===== src/rtl/ecc_scrub_ctrl.sv =====
`default_nettype none
// ============================================================================
// Module   : ecc_scrub_ctrl
// Brief    : Post-SEC-DED scrub controller: single-bit write-back, double-bit
//            event counting with first-occurrence log and interrupt.
// Revision : 1.0  initial release
// ============================================================================
module ecc_scrub_ctrl #(
    parameter int AW    = 10,
    parameter int CW    = 39,
    parameter int SW    = 7,
    parameter int CNT_W = 8
) (
    input  logic             CLK,
    input  logic             RST,
    input  logic             DEC_VLD,
    input  logic [AW-1:0]    DEC_ADDR,
    input  logic [CW-1:0]    DEC_DATA,
    input  logic [SW-1:0]    SYN,
    input  logic             ERR,
    input  logic             SGL,
    input  logic             DBL,
    input  logic             CLR,
    output logic             WB_VLD,
    input  logic             WB_RDY,
    output logic [AW-1:0]    WB_ADDR,
    output logic [CW-1:0]    WB_DATA,
    output logic [CNT_W-1:0] SGL_CNT,
    output logic [CNT_W-1:0] DBL_CNT,
    output logic [CNT_W-1:0] DROP_CNT,
    output logic             LOG_VLD,
    output logic [AW-1:0]    LOG_ADDR,
    output logic [SW-1:0]    LOG_SYN,
    output logic             IRQ
);

    typedef enum logic [0:0] {
        IDLE   = 1'b0,
        WB_REQ = 1'b1
    } state_t;

    state_t             r_state;
    state_t             w_state_nxt;
    logic               w_load;
    logic               w_drop;
    logic               w_sgl_ev;
    logic               w_dbl_ev;
    logic               w_hs;
    logic               w_unused_err;

    logic [AW-1:0]      r_wb_addr;
    logic [CW-1:0]      r_wb_data;
    logic [CNT_W-1:0]   r_sgl_cnt;
    logic [CNT_W-1:0]   r_dbl_cnt;
    logic [CNT_W-1:0]   r_drop_cnt;
    logic               r_log_vld;
    logic [AW-1:0]      r_log_addr;
    logic [SW-1:0]      r_log_syn;

    // ERR alone (no SGL/DBL) is a clean event, so it never changes behaviour.
    assign w_unused_err = ERR;

    // DBL wins over the illegal SGL&DBL combination.
    assign w_dbl_ev = DEC_VLD & DBL;
    assign w_sgl_ev = DEC_VLD & SGL & ~DBL;
    assign w_hs     = (r_state == WB_REQ) & WB_RDY;

    always_ff @(posedge CLK) begin
        if (RST) begin
            r_state <= IDLE;
        end else begin
            r_state <= w_state_nxt;
        end
    end

    always_comb begin
        w_state_nxt = r_state;
        w_load      = 1'b0;
        w_drop      = 1'b0;
        case (r_state)
            IDLE: begin
                if (w_sgl_ev) begin
                    w_state_nxt = WB_REQ;
                    w_load      = 1'b1;
                end
            end
            WB_REQ: begin
                if (w_hs) begin
                    if (w_sgl_ev) begin
                        w_load = 1'b1;
                    end else begin
                        w_state_nxt = IDLE;
                    end
                end else if (w_sgl_ev) begin
                    w_drop = 1'b1;
                end
            end
            default: begin
                w_state_nxt = IDLE;
            end
        endcase
    end

    always_ff @(posedge CLK) begin
        if (RST) begin
            r_wb_addr <= '0;
            r_wb_data <= '0;
        end else if (w_load) begin
            r_wb_addr <= DEC_ADDR;
            r_wb_data <= DEC_DATA;
        end
    end

    // CLR overrides any same-cycle counter or log update.
    always_ff @(posedge CLK) begin
        if (RST || CLR) begin
            r_sgl_cnt  <= '0;
            r_dbl_cnt  <= '0;
            r_drop_cnt <= '0;
            r_log_vld  <= 1'b0;
            r_log_addr <= '0;
            r_log_syn  <= '0;
        end else begin
            if (w_sgl_ev && (r_sgl_cnt != {CNT_W{1'b1}})) begin
                r_sgl_cnt <= r_sgl_cnt + 1'b1;
            end
            if (w_dbl_ev && (r_dbl_cnt != {CNT_W{1'b1}})) begin
                r_dbl_cnt <= r_dbl_cnt + 1'b1;
            end
            if (w_drop && (r_drop_cnt != {CNT_W{1'b1}})) begin
                r_drop_cnt <= r_drop_cnt + 1'b1;
            end
            if (w_dbl_ev && !r_log_vld) begin
                r_log_vld  <= 1'b1;
                r_log_addr <= DEC_ADDR;
                r_log_syn  <= SYN;
            end
        end
    end

    assign WB_VLD   = (r_state == WB_REQ);
    assign WB_ADDR  = r_wb_addr;
    assign WB_DATA  = r_wb_data;
    assign SGL_CNT  = r_sgl_cnt;
    assign DBL_CNT  = r_dbl_cnt;
    assign DROP_CNT = r_drop_cnt;
    assign LOG_VLD  = r_log_vld;
    assign LOG_ADDR = r_log_addr;
    assign LOG_SYN  = r_log_syn;
    assign IRQ      = r_log_vld;

endmodule
`default_nettype wire


===== config.mk =====
export PLATFORM = sky130hd
export DESIGN_NAME = ecc_scrub_ctrl
export DESIGN_NICKNAME = d
export VERILOG_FILES = /design/src/rtl/ecc_scrub_ctrl.sv
export SDC_FILE = /design/constraint.sdc
export NUM_CORES = 1
export LEC_CHECK = 0
export ABC_AREA = 1
export CELL_PAD_IN_SITES_DETAIL_PLACEMENT = 0
export CELL_PAD_IN_SITES_GLOBAL_PLACEMENT = 2
export CORE_MARGIN = 2
export CORE_UTILIZATION = 31
export CTS_BUF_LIST = sky130_fd_sc_hd__clkbuf_4 sky130_fd_sc_hd__clkbuf_8
export CTS_CLUSTER_SIZE = 20
export DETAILED_ROUTE_END_ITERATION = 7
export DONT_BUFFER_PORTS = 1
export PLACE_DENSITY_LB_ADDON = 0.1
export SETUP_SLACK_MARGIN = 0.2
export SLEW_MARGIN = 20
export SYNTH_ARGS = -nofsm -noshare
export SYNTH_HDL_FRONTEND = slang
export SYNTH_SLANG_ARGS = --single-unit

===== constraint.sdc =====
create_clock -name CLK -period 1.3 [get_ports CLK]
set_clock_uncertainty 0.05 [all_clocks]
set_input_delay 0 -clock CLK [delete_from_list [all_inputs] [get_ports CLK]]
set_output_delay 0 -clock CLK [all_outputs]
set_load 0.005 [all_outputs]

==> results.ini, run 1 <==
[final_layout]
n_antenna_cell = 0
drive_gt1_share_pct = 35.0
final_nets = 679
finalInstanceArea_um2 = 6010
nFillCells = 1077
postLayoutCoreUtil_pct = 52.4
layout_commonest_cell = nor2_1
areaGrowthSynthToFinish_pct = 64.3
layout_common_cells = 104 x nor2_1, 77 x dfxtp_1, 62 x dlygate4sd3_1
layoutNonFillerInstCount = 760

[place]
dp_slack_ns = -0.0219
place_area_um2 = 4150
dp_cells = 665
io_buffers = 0
gp_congestion = 0.771
post-dp-hpwl_um = 7260

[synth]
muxShareOfSynthArea_pct = 0
synth-compound-area-share_pct = 12.6
synth_xor_area_share_pct = 0
yosys.area_share.simple_pct = 29.6
synth_fp_nets = 575
synth_seq_cells = 92
syn-cell-area_um2 = 3660
seq_area_frac_synth_pct = 50.4
synth_adder_area_share_pct = 1.03
avgSynthCellArea_um2 = 7.20
ys_warn_count = 0
synth_top_family_by_area = simple AND/OR/NAND/NOR gates
syn_inst = 508
yosysUniqueCellTypes = 20

[cts]
cts_made_buffers = 9
cts.clk_slew.worst_paths_ns = 0.09
cts_tree = built
htreeDepth = 3
clk_path_buf_depth = 2
cts_root_buf = clkbuf_8
cts.sinks = 92
clkLatencyLatePin_ns = 0.37

[power_and_ir_drop]
seqPwrFrac_pct = 51.2
cellLeakagePower_nw = 2.41
switching_share_pct = 25.6
pwr-share-comb_pct = 12.4
powerDensity_nw_per_um2 = 985
p_int_mw = 4.40
ir_worst_vdd_uv = 634
power.total_mw = 5.92
switching_power_mw = 1.52
p_clk_share_pct = 36.4

[setup_path]
critPathSlowestCell = dfxtp_4
path_buf_inv = 1
cp_slowest_stage_delay_ns = 0.39
crit_path_end_kind = register
path_delay_family = flip-flops
critPathLaunchType = register
worstPathMaxFanout = 5
worstPathCellList = ha_4 -> nand2_4 -> nor2_2 -> nand3_2 -> buf_6 -> a21oi_2 -> nor2_1
crit_required_ns = 1.52
path_class = register to register
arrival_ns = 1.49

[route]
viasPerCell = 4.78
wl_per_cell_um = 15.5
dr.pass1.iters = 4
drtIter0Drc = 126
drt_wl_total_um = 11800
num_vias = 3632
drtAntennaViolNets = 0
drc = 0

[sta]
worst_pin_slew_ns = 0.247
whs_ns = 0.0602
hold_viol = 0
fmax_mhz = 792
min_period_over_period_pct = 97.1
fin_crit_ns = 1.26
finalMaxSlewViolations = 0
finalSetupViolCount = 0
layout_setup_ws_ns = 0.0372
rsz0062_at_grt = yes
maxSlewHeadroom_pct = 83.5
finalSetupTns_ns = 0

[hold_path]
worstHoldPathType = primary input to register

[floorplanning]
fp.dieH_um = 113
boundaryPins = 157
die_width_um = 113
dieArea_um2 = 12700
core_um2 = 11500
start_util_pct = 31.9
rows = 39

[job]
drv_cap = 0

[global_routing]
grt_max_degree = 50
grt_pass1_wl_um = 17700
grt_antenna_before_repair = 0
overflow = 0
grt_usage_pct = 17.6
grt_pass1_vias = 3513

[outcome]
status = complete, no violations

[worst min-delay path: cells and delay by family]
family,cells,cell delay (ns)
and+or+nand+nor,3,0.23
buffers and inverters,1,0.16
AOI/OAI and AO/OA,1,0.05
[path summary, 6_finish.rpt]
| path | depth (start not counted) | end | from | slack [ns] |
|---|---|---|---|---|
| worst max register to register | 7 | DBL_CNT[5]$_SDFFE_PP0P_ | DBL_CNT[1]$_SDFFE_PP0P_ | 0.04 |
| worst min register to register | 2 | SGL_CNT[1]$_SDFFE_PP0P_ | SGL_CNT[1]$_SDFFE_PP0P_ | 0.46 |
| worst max-delay path | 7 | DBL_CNT[5]$_SDFFE_PP0P_ | DBL_CNT[1]$_SDFFE_PP0P_ | 0.04 |
| worst min-delay path | 5 | SGL_CNT[4]$_SDFFE_PP0P_ | SGL | 0.06 |
[power by group through the flow]
| stage | Combinational, mW | Clock [mW] | Sequential, mW |
|---|---|---|---|
| final | 0.733 | 2.15 | 3.03 |
| after global routing | 0.807 | 2.31 | 3.05 |
| after CTS | 0.550 | 2.21 | 3.00 |
| after detailed placement | 0.344 | 0 | 3.07 |
| after global placement | 0.335 | 0 | 3.07 |
| after floorplan | 0.261 | 0 | 3.04 |
[cell usage after synthesis]
library cell	number	area (um2)
nand3_1	18	90.1
ha_1	3	37.5
nand3b_1	5	37.5
buf_2	5	25.0
nand2_2	3	18.8
clkbuf_1	14	52.6
buf_6	3	33.8
nand2_1	57	214
o21ai_1	10	50.1
a21oi_1	16	80.1
inv_1	29	109
dfxtp_1	92	1840
nor2_1	175	657
nor2_2	1	6.26
buf_4	1	7.51
inv_2	2	7.51
nor2_4	2	22.5
nand4_1	4	25.0
o21ai_0	66	330
nor3_1	2	10.0
[area by class of cell]
| type | instances | area (um2) | area share (%) |
|---|---|---|---|
| flip-flops and latches | 92 | 1880 | 31.3 |
| clock inverters | 3 | 41.3 | 0.687 |
| multi-input cells | 363 | 2300 | 38.3 |
| repair buffers | 115 | 1280 | 21.3 |
| clock buffers | 13 | 179 | 2.98 |
| inverters | 31 | 154 | 2.56 |
| well taps | 143 | 179 | 2.98 |
[flip-flops by register name, summed over array words and instances, names as in the netlist]
signal / cells
WB_DATA: 39
WB_VLD: 1
SGL_CNT: 8
LOG_ADDR: 10
IRQ: 1
WB_ADDR: 10
DROP_CNT: 8
LOG_SYN: 7
DBL_CNT: 8
[metal layers]
layer  part of all wire, %  up-vias  wire, um  global-route usage, %
met2                    48      105      5650                   28.7
li1                      -     1833         -                      -
met1                    42     1671      4930                   20.4
met4                   2.5        0       299                   8.94
met5                     0        -         0                      0
met3                   7.6       23       894                   6.43
[logic make-up (layout without fill, tap and decap cells)]
| logic type | after synthesis | in the layout |
|---|---|---|
| adder cells (fa/ha/maj) | 3 | 3 |
| flip-flops | 92 | 92 |
| AO/OA/AOI/OAI | 92 | 92 |
| buffers and inverters | 54 | 162 |
| AND/OR/NAND/NOR | 267 | 268 |
[repair_timing]
action,4_1_cts,5_1_grt
gates resized for setup,46,192
hold buffers,63,0
setup endpoints to repair,89,90
pin swaps,21,30
hold endpoints to repair,92,0
gates cloned,3,5
setup buffers,6,2
Power figures use the tool's default switching activity.
==> inputs of run 2 (changes only) <==
--- a/config.mk
+++ b/config.mk
@@ -14,7 +14,8 @@
 export CTS_CLUSTER_SIZE = 20
 export DETAILED_ROUTE_END_ITERATION = 7
 export DONT_BUFFER_PORTS = 1
-export PLACE_DENSITY_LB_ADDON = 0.1
+export GPL_ROUTABILITY_DRIVEN = 0
+export PLACE_DENSITY_LB_ADDON = 0.2
 export SETUP_SLACK_MARGIN = 0.2
 export SLEW_MARGIN = 20
 export SYNTH_ARGS = -nofsm -noshare
==> run 2 against run 1 <==
Cell area is 3.0% lower. Count of clock-buffer cells in the layout stayed put. Power fell by 0.89%. Global-route usage is 0.97 points higher. Flip-flop and latch count unchanged. Wire length grew 5.2%. Maximum frequency up 1.6%. Combinational power down 0.5%. Final cell count up 0.26%. Non-clock buffer count up 2. Hold slack worse by 0.00085 ns. Critical path type unchanged. Largest cell class unchanged.
==> results.ini, run 2 (same netlist as run 1, synthesis figures left out) <==
[global_routing]
grt_max_degree = 50  ; unchanged
grt_pass1_wl_um = 18500  ; was 17700 um
grt_pass1_vias = 3633  ; was 3513
overflow = 0  ; unchanged
grt_usage_pct = 18.6  ; was 17.6%
grt_antenna_before_repair = 0  ; unchanged

[sta]
worst_pin_slew_ns = 0.376  ; was 0.247 ns
finalSetupViolCount = 0  ; unchanged
maxSlewHeadroom_pct = 74.8  ; was 83.5%
hold_viol = 0  ; unchanged
fin_crit_ns = 1.24  ; was 1.26 ns
finalMaxSlewViolations = 0  ; unchanged
min_period_over_period_pct = 95.6  ; was 97.1%
rsz0062_at_grt = yes  ; unchanged
fmax_mhz = 805  ; was 792 MHz

[final_layout]
areaGrowthSynthToFinish_pct = 59.4  ; was 64.3%
seqCellArea_um2 = 1880  ; about the same
largest_reg_flops = 39  ; unchanged
postLayoutCoreUtil_pct = 50.8  ; was 52.4%
multiInputGateArea_um2 = 2100  ; was 2300 um2
layout_commonest_cell = nor2_1  ; unchanged
n_antenna_cell = 0  ; unchanged
finalInstanceArea_um2 = 5830  ; was 6010 um2
drive_gt1_share_pct = 31.3  ; was 35.0%
final_nets = 681  ; was 679
nFillCells = 1117  ; was 1077
layout_common_cells = 161 x nor2_1, 75 x dfxtp_1, 65 x dlygate4sd3_1  ; was 104 x nor2_1, 77 x dfxtp_1, 62 x dlygate4sd3_1

[route]
drtIter0Drc = 173  ; was 126
wl_per_cell_um = 16.2  ; was 15.5 um
dr.pass1.iters = 5  ; was 4
drtAntennaViolNets = 0  ; unchanged
drt_wl_total_um = 12400  ; was 11800 um
viasPerCell = 4.80  ; was 4.78
drc = 0  ; unchanged
num_vias = 3658  ; was 3632

[floorplanning]
start_util_pct = 31.9  ; unchanged
fp.dieH_um = 113  ; unchanged
dieArea_um2 = 12700  ; unchanged
rows = 39  ; unchanged
die_width_um = 113  ; unchanged
core_um2 = 11500  ; unchanged
boundaryPins = 157  ; unchanged

[power_and_ir_drop]
ir_worst_vdd_uv = 662  ; was 634 uV
cellLeakagePower_nw = 2.35  ; was 2.41 nW
powerDensity_nw_per_um2 = 1010  ; was 985 nW/um2

[setup_path]
arrival_ns = 1.46  ; was 1.49 ns
path_buf_inv = 1  ; unchanged
path_class = register to register  ; unchanged
worstPathCellList = ha_4 -> nand2_4 -> nor2_4 -> nand3_4 -> buf_6 -> a21oi_2 -> nor2_1  ; was ha_4 -> nand2_4 -> nor2_2 -> nand3_2 -> buf_6 -> a21oi_2 -> nor2_1
crit_path_end_kind = register  ; unchanged
crit_required_ns = 1.52  ; about the same
critPathSlowestCell = dfxtp_4  ; unchanged
critPathLaunchType = register  ; unchanged
cp_slowest_stage_delay_ns = 0.39  ; about the same
worstPathMaxFanout = 6  ; was 5
path_delay_family = flip-flops  ; unchanged

[cts]
cts.sinks = 92  ; unchanged
clk_path_buf_depth = 2  ; unchanged
cts_tree = built  ; unchanged
cts_made_buffers = 9  ; unchanged
htreeDepth = 3  ; unchanged
cts_root_buf = clkbuf_8  ; unchanged
clkLatencyLatePin_ns = 0.38  ; was 0.37 ns
cts.clk_slew.worst_paths_ns = 0.08  ; was 0.09 ns

[hold_path]
worstHoldPathType = primary input to register  ; unchanged

[place]
io_buffers = 0  ; unchanged
post-dp-hpwl_um = 6950  ; was 7260 um
place_area_um2 = 4140  ; was 4150 um2

[outcome]
status = complete, no violations  ; unchanged

[job]
drv_cap = 0  ; unchanged

-- run 2: cell types whose count changed in the layout (fill, tap and decap cells not counted), moves of 4 or more --
cell,change
o21ai_1,-23
o21ai_0,-16
nor2_2,-14
o21ai_2,+35
nor2_4,-43
buf_16,+4
nor2_1,+57
o21ai_4,+4
-- run 2: through the flow --
step / worst slack [ns] / instances / hold slack, ns / setup TNS, ns / power, mW
detailed placement: -0.0171 / 662 / 0.0157 / -0.0569 / 3.41
global route: -0.0251 / 762 / 0.0879 / -0.0873 / 6.10
CTS: 0.0487 / 756 / 0.0518 / 0 / 5.84
floorplan: 0.0512 / 508 / 0.0117 / 0 / 3.30
finish: 0.0575 / 762 / 0.0594 / 0 / 5.86
global placement: 0.0165 / 662 / 0.0135 / 0 / 3.41
-- run 2: final timing paths --
path	endpoint	slack (ns)	startpoint	cells after the start
max reg2reg	DBL_CNT[0]$_SDFFE_PP0P_	0.06	DBL_CNT[1]$_SDFFE_PP0P_	7
min reg2reg	WB_DATA[0]$_SDFFE_PP0P_	0.46	WB_DATA[0]$_SDFFE_PP0P_	2
min	DBL_CNT[1]$_SDFFE_PP0P_	0.06	DEC_VLD	4
max	DBL_CNT[0]$_SDFFE_PP0P_	0.06	DBL_CNT[1]$_SDFFE_PP0P_	7
-- run 2: repair_timing --
item	in CTS	in global routing
endpoints found under the hold margin	92	0
hold buffers	65	0
pin swaps	20	27
gates resized for setup	92	85
endpoints found under the setup margin	90	83
setup buffers	6	2
gates cloned	7	4
-- run 2: report_power, final --
group	switching, mW	internal, mW
clock	1.04	1.10
combinational	0.359	0.371
sequential	0.0870	2.91
total	1.49	4.38
-- run 2: final cells by class --
| cell class | instances | share of cell area, % |
|---|---|---|
| sequential | 92 | 32.3 |
| tap | 143 | 3.07 |
| clock buffer | 13 | 3.07 |
| inverter | 31 | 2.25 |
| multi-input combinational | 363 | 36.1 |
| clock inverter | 3 | 0.708 |
| timing repair buffer | 117 | 22.5 |
-- run 2: worst reg2reg max path: stages (launching register included) --
cell and delay (ns):
dfxtp_4 0.39, ha_4 0.15, nand2_4 0.06, nor2_4 0.12, nand3_4 0.08, buf_6 0.14
a21oi_2 0.11, nor2_1 0.05
-- run 2: per-layer routing --
layer	wire length (um)	GRT usage, %
met1	5040	20.6
met2	6090	31.7
met3	960	6.91
met4	293	8.54
met5	0	0
==> inputs of run 3 (changes only) <==
--- a/config.mk
+++ b/config.mk
@@ -16,7 +16,7 @@
 export DONT_BUFFER_PORTS = 1
 export GPL_ROUTABILITY_DRIVEN = 0
 export PLACE_DENSITY_LB_ADDON = 0.2
-export SETUP_SLACK_MARGIN = 0.2
+export SKIP_LAST_GASP = 1
 export SLEW_MARGIN = 20
 export SYNTH_ARGS = -nofsm -noshare
 export SYNTH_HDL_FRONTEND = slang
==> run 3 against run 2 <==
The flow now finishes with violations (negative hold slack). Cell area fell by 13%. Setup slack got worse by 0.0098 ns. Critical endpoint is now DBL_CNT[1]$_SDFFE_PP0P_. Sequential share of layout area rose by 4.2 points. Highest routed layer unchanged. Flip-flop and latch count did not move.
==> results.ini, run 3 (same netlist as run 1, synthesis figures left out) <==
[outcome]
status = finished, violations left  ; was complete, no violations
violations = negative hold slack

[global_routing]
grt_max_degree = 50  ; unchanged
overflow = 0  ; unchanged
grt_usage_pct = 16.6  ; was 18.6%
grt_antenna_before_repair = 0  ; unchanged
grt_pass1_wl_um = 16800  ; was 18500 um
grt_pass1_vias = 3443  ; was 3633

[power_and_ir_drop]
switching_share_pct = 25.4  ; about the same
switching_power_mw = 1.39  ; was 1.49 mW
seqPwrFrac_pct = 54.9  ; was 51.1%
ir_worst_vdd_uv = 627  ; was 662 uV
p_int_mw = 4.08  ; was 4.38 mW
power.total_mw = 5.48  ; was 5.86 mW
powerDensity_nw_per_um2 = 1080  ; was 1010 nW/um2
p_clk_share_pct = 36.0  ; was 36.5%
pwr-share-comb_pct = 9.2  ; was 12.4%
cellLeakagePower_nw = 2.09  ; was 2.35 nW

[hold_path]
worstHoldPathType = primary input to register  ; unchanged
min-delay-start = DBL  ; was DEC_VLD

[sta]
fin_crit_ns = 1.25  ; was 1.24 ns
finalSetupTns_ns = 0  ; unchanged
maxSlewHeadroom_pct = 77.9  ; was 74.8%
finalSetupViolCount = 0  ; unchanged
worst_pin_slew_ns = 0.331  ; was 0.376 ns
finalMaxSlewViolations = 0  ; unchanged
hold_viol = 1  ; was 0
min_period_over_period_pct = 96.3  ; was 95.6%
layout_setup_ws_ns = 0.0476  ; was 0.0575 ns
rsz0062_at_grt = yes  ; unchanged
fmax_mhz = 798  ; was 805 MHz
whs_ns = -0.0115  ; was 0.0594 ns

[cts]
htreeDepth = 3  ; unchanged
clk_path_buf_depth = 2  ; unchanged
cts.clk_slew.worst_paths_ns = 0.09  ; was 0.08 ns
clkLatencyLatePin_ns = 0.37  ; was 0.38 ns
cts.sinks = 92  ; unchanged
cts_tree = built  ; unchanged
cts_root_buf = clkbuf_8  ; unchanged
cts_made_buffers = 9  ; unchanged

[route]
drtAntennaViolNets = 0  ; unchanged
dr.pass1.iters = 4  ; was 5
viasPerCell = 4.74  ; was 4.80
drtIter0Drc = 166  ; was 173
drt_wl_total_um = 10500  ; was 12400 um
wl_per_cell_um = 14.0  ; was 16.2 um
drc = 0  ; unchanged
num_vias = 3553  ; was 3658

[floorplanning]
boundaryPins = 157  ; unchanged
start_util_pct = 31.9  ; unchanged
core_um2 = 11500  ; unchanged
rows = 39  ; unchanged
die_width_um = 113  ; unchanged
dieArea_um2 = 12700  ; unchanged
fp.dieH_um = 113  ; unchanged

[final_layout]
layout_commonest_cell = nor2_1  ; unchanged
areaGrowthSynthToFinish_pct = 39.2  ; was 59.4%
layout_common_cells = 165 x nor2_1, 82 x dfxtp_1, 66 x o21ai_0  ; was 161 x nor2_1, 75 x dfxtp_1, 65 x dlygate4sd3_1
drive_gt1_share_pct = 17.8  ; was 31.3%
largest_reg_flops = 39  ; unchanged
finalInstanceArea_um2 = 5090  ; was 5830 um2
n_antenna_cell = 0  ; unchanged
final_nets = 669  ; was 681

[job]
drv_cap = 0  ; unchanged

[setup_path]
timing.rr.start = DBL_CNT[0]$_SDFFE_PP0P_  ; was DBL_CNT[1]$_SDFFE_PP0P_
crit_required_ns = 1.56  ; was 1.52 ns
path_class = register to register  ; unchanged
worstPathMaxFanout = 4  ; was 6
crit_start = DBL_CNT[0]$_SDFFE_PP0P_  ; was DBL_CNT[1]$_SDFFE_PP0P_
arrival_ns = 1.51  ; was 1.46 ns
critPathLaunchType = register  ; unchanged
crit_path_end_kind = register  ; unchanged

[place]
place_area_um2 = 4080  ; was 4140 um2
io_buffers = 0  ; unchanged
dp_slack_ns = -0.0512  ; was -0.0171 ns
post-dp-hpwl_um = 7020  ; was 6950 um

## run 3: cell types whose count changed in the layout (fill, tap and decap cells not counted), sizes merged
cell         change
buf              -6
clkinvlp         +2
clkbuf           -5
dlygate4sd3      -4
clkinv           +1
## run 3: repair_timing
| action | in CTS | in global routing |
|---|---|---|
| hold endpoints to repair | 92 | 0 |
| cloned | 0 | 1 |
| hold buffers | 61 | 0 |
| setup endpoints to repair | 14 | 24 |
| pin swaps | 5 | 14 |
| buffers inserted | 1 | 2 |
| gates resized for setup | 16 | 34 |
## run 3: final timing paths
path         cells after the start  slack [ns]                      end
max                              8        0.05  DBL_CNT[1]$_SDFFE_PP0P_
min                              5       -0.01  DBL_CNT[4]$_SDFFE_PP0P_
max reg2reg                      8        0.05  DBL_CNT[1]$_SDFFE_PP0P_
min reg2reg                      2        0.46  WB_DATA[5]$_SDFFE_PP0P_
## run 3: worst max-delay path, cell delays in order (launching register included)
cell and delay, ns:
dfxtp_2 0.37, ha_4 0.15, nand2_4 0.06, nor2_4 0.10, nand3_4 0.10, buf_6 0.14, nand3b_1 0.07, nand2_1 0.05
nor2_1 0.10
## run 3: area by class of cell
type | count | area, um2
Clock inverter | 6 | 63.8
Sequential cell | 92 | 1850
Timing Repair Buffer | 105 | 1010
Inverter | 31 | 116
Multi-Input combinational cell | 363 | 1740
Tap cell | 143 | 179
Clock buffer | 10 | 131
Fill cell | 1167 | 6380
## run 3: through the flow
stage	utilization (%)	instances
3_3_place_gp	35.6	669
4_1_cts	43.3	747
2_1_floorplan	-	508
3_5_place_dp	35.6	669
6_report	44.4	750
5_1_grt	44.4	750
## run 3: routing by layer
layer	track usage, %	part of all wire (%)
met3	5.89	7.7
met5	0	0
met2	27.6	48
met1	19.4	43
met4	7.07	1.8
## run 3: power groups by stage
stage	clock (mW)	combinational, mW	sequential [mW]
after floorplan	0	0.257	3.05
after global placement	0	0.340	3.07
after detailed placement	0	0.349	3.07
after CTS	2.05	0.504	3.01
after global routing	2.18	0.576	3.02
final	1.97	0.503	3.00
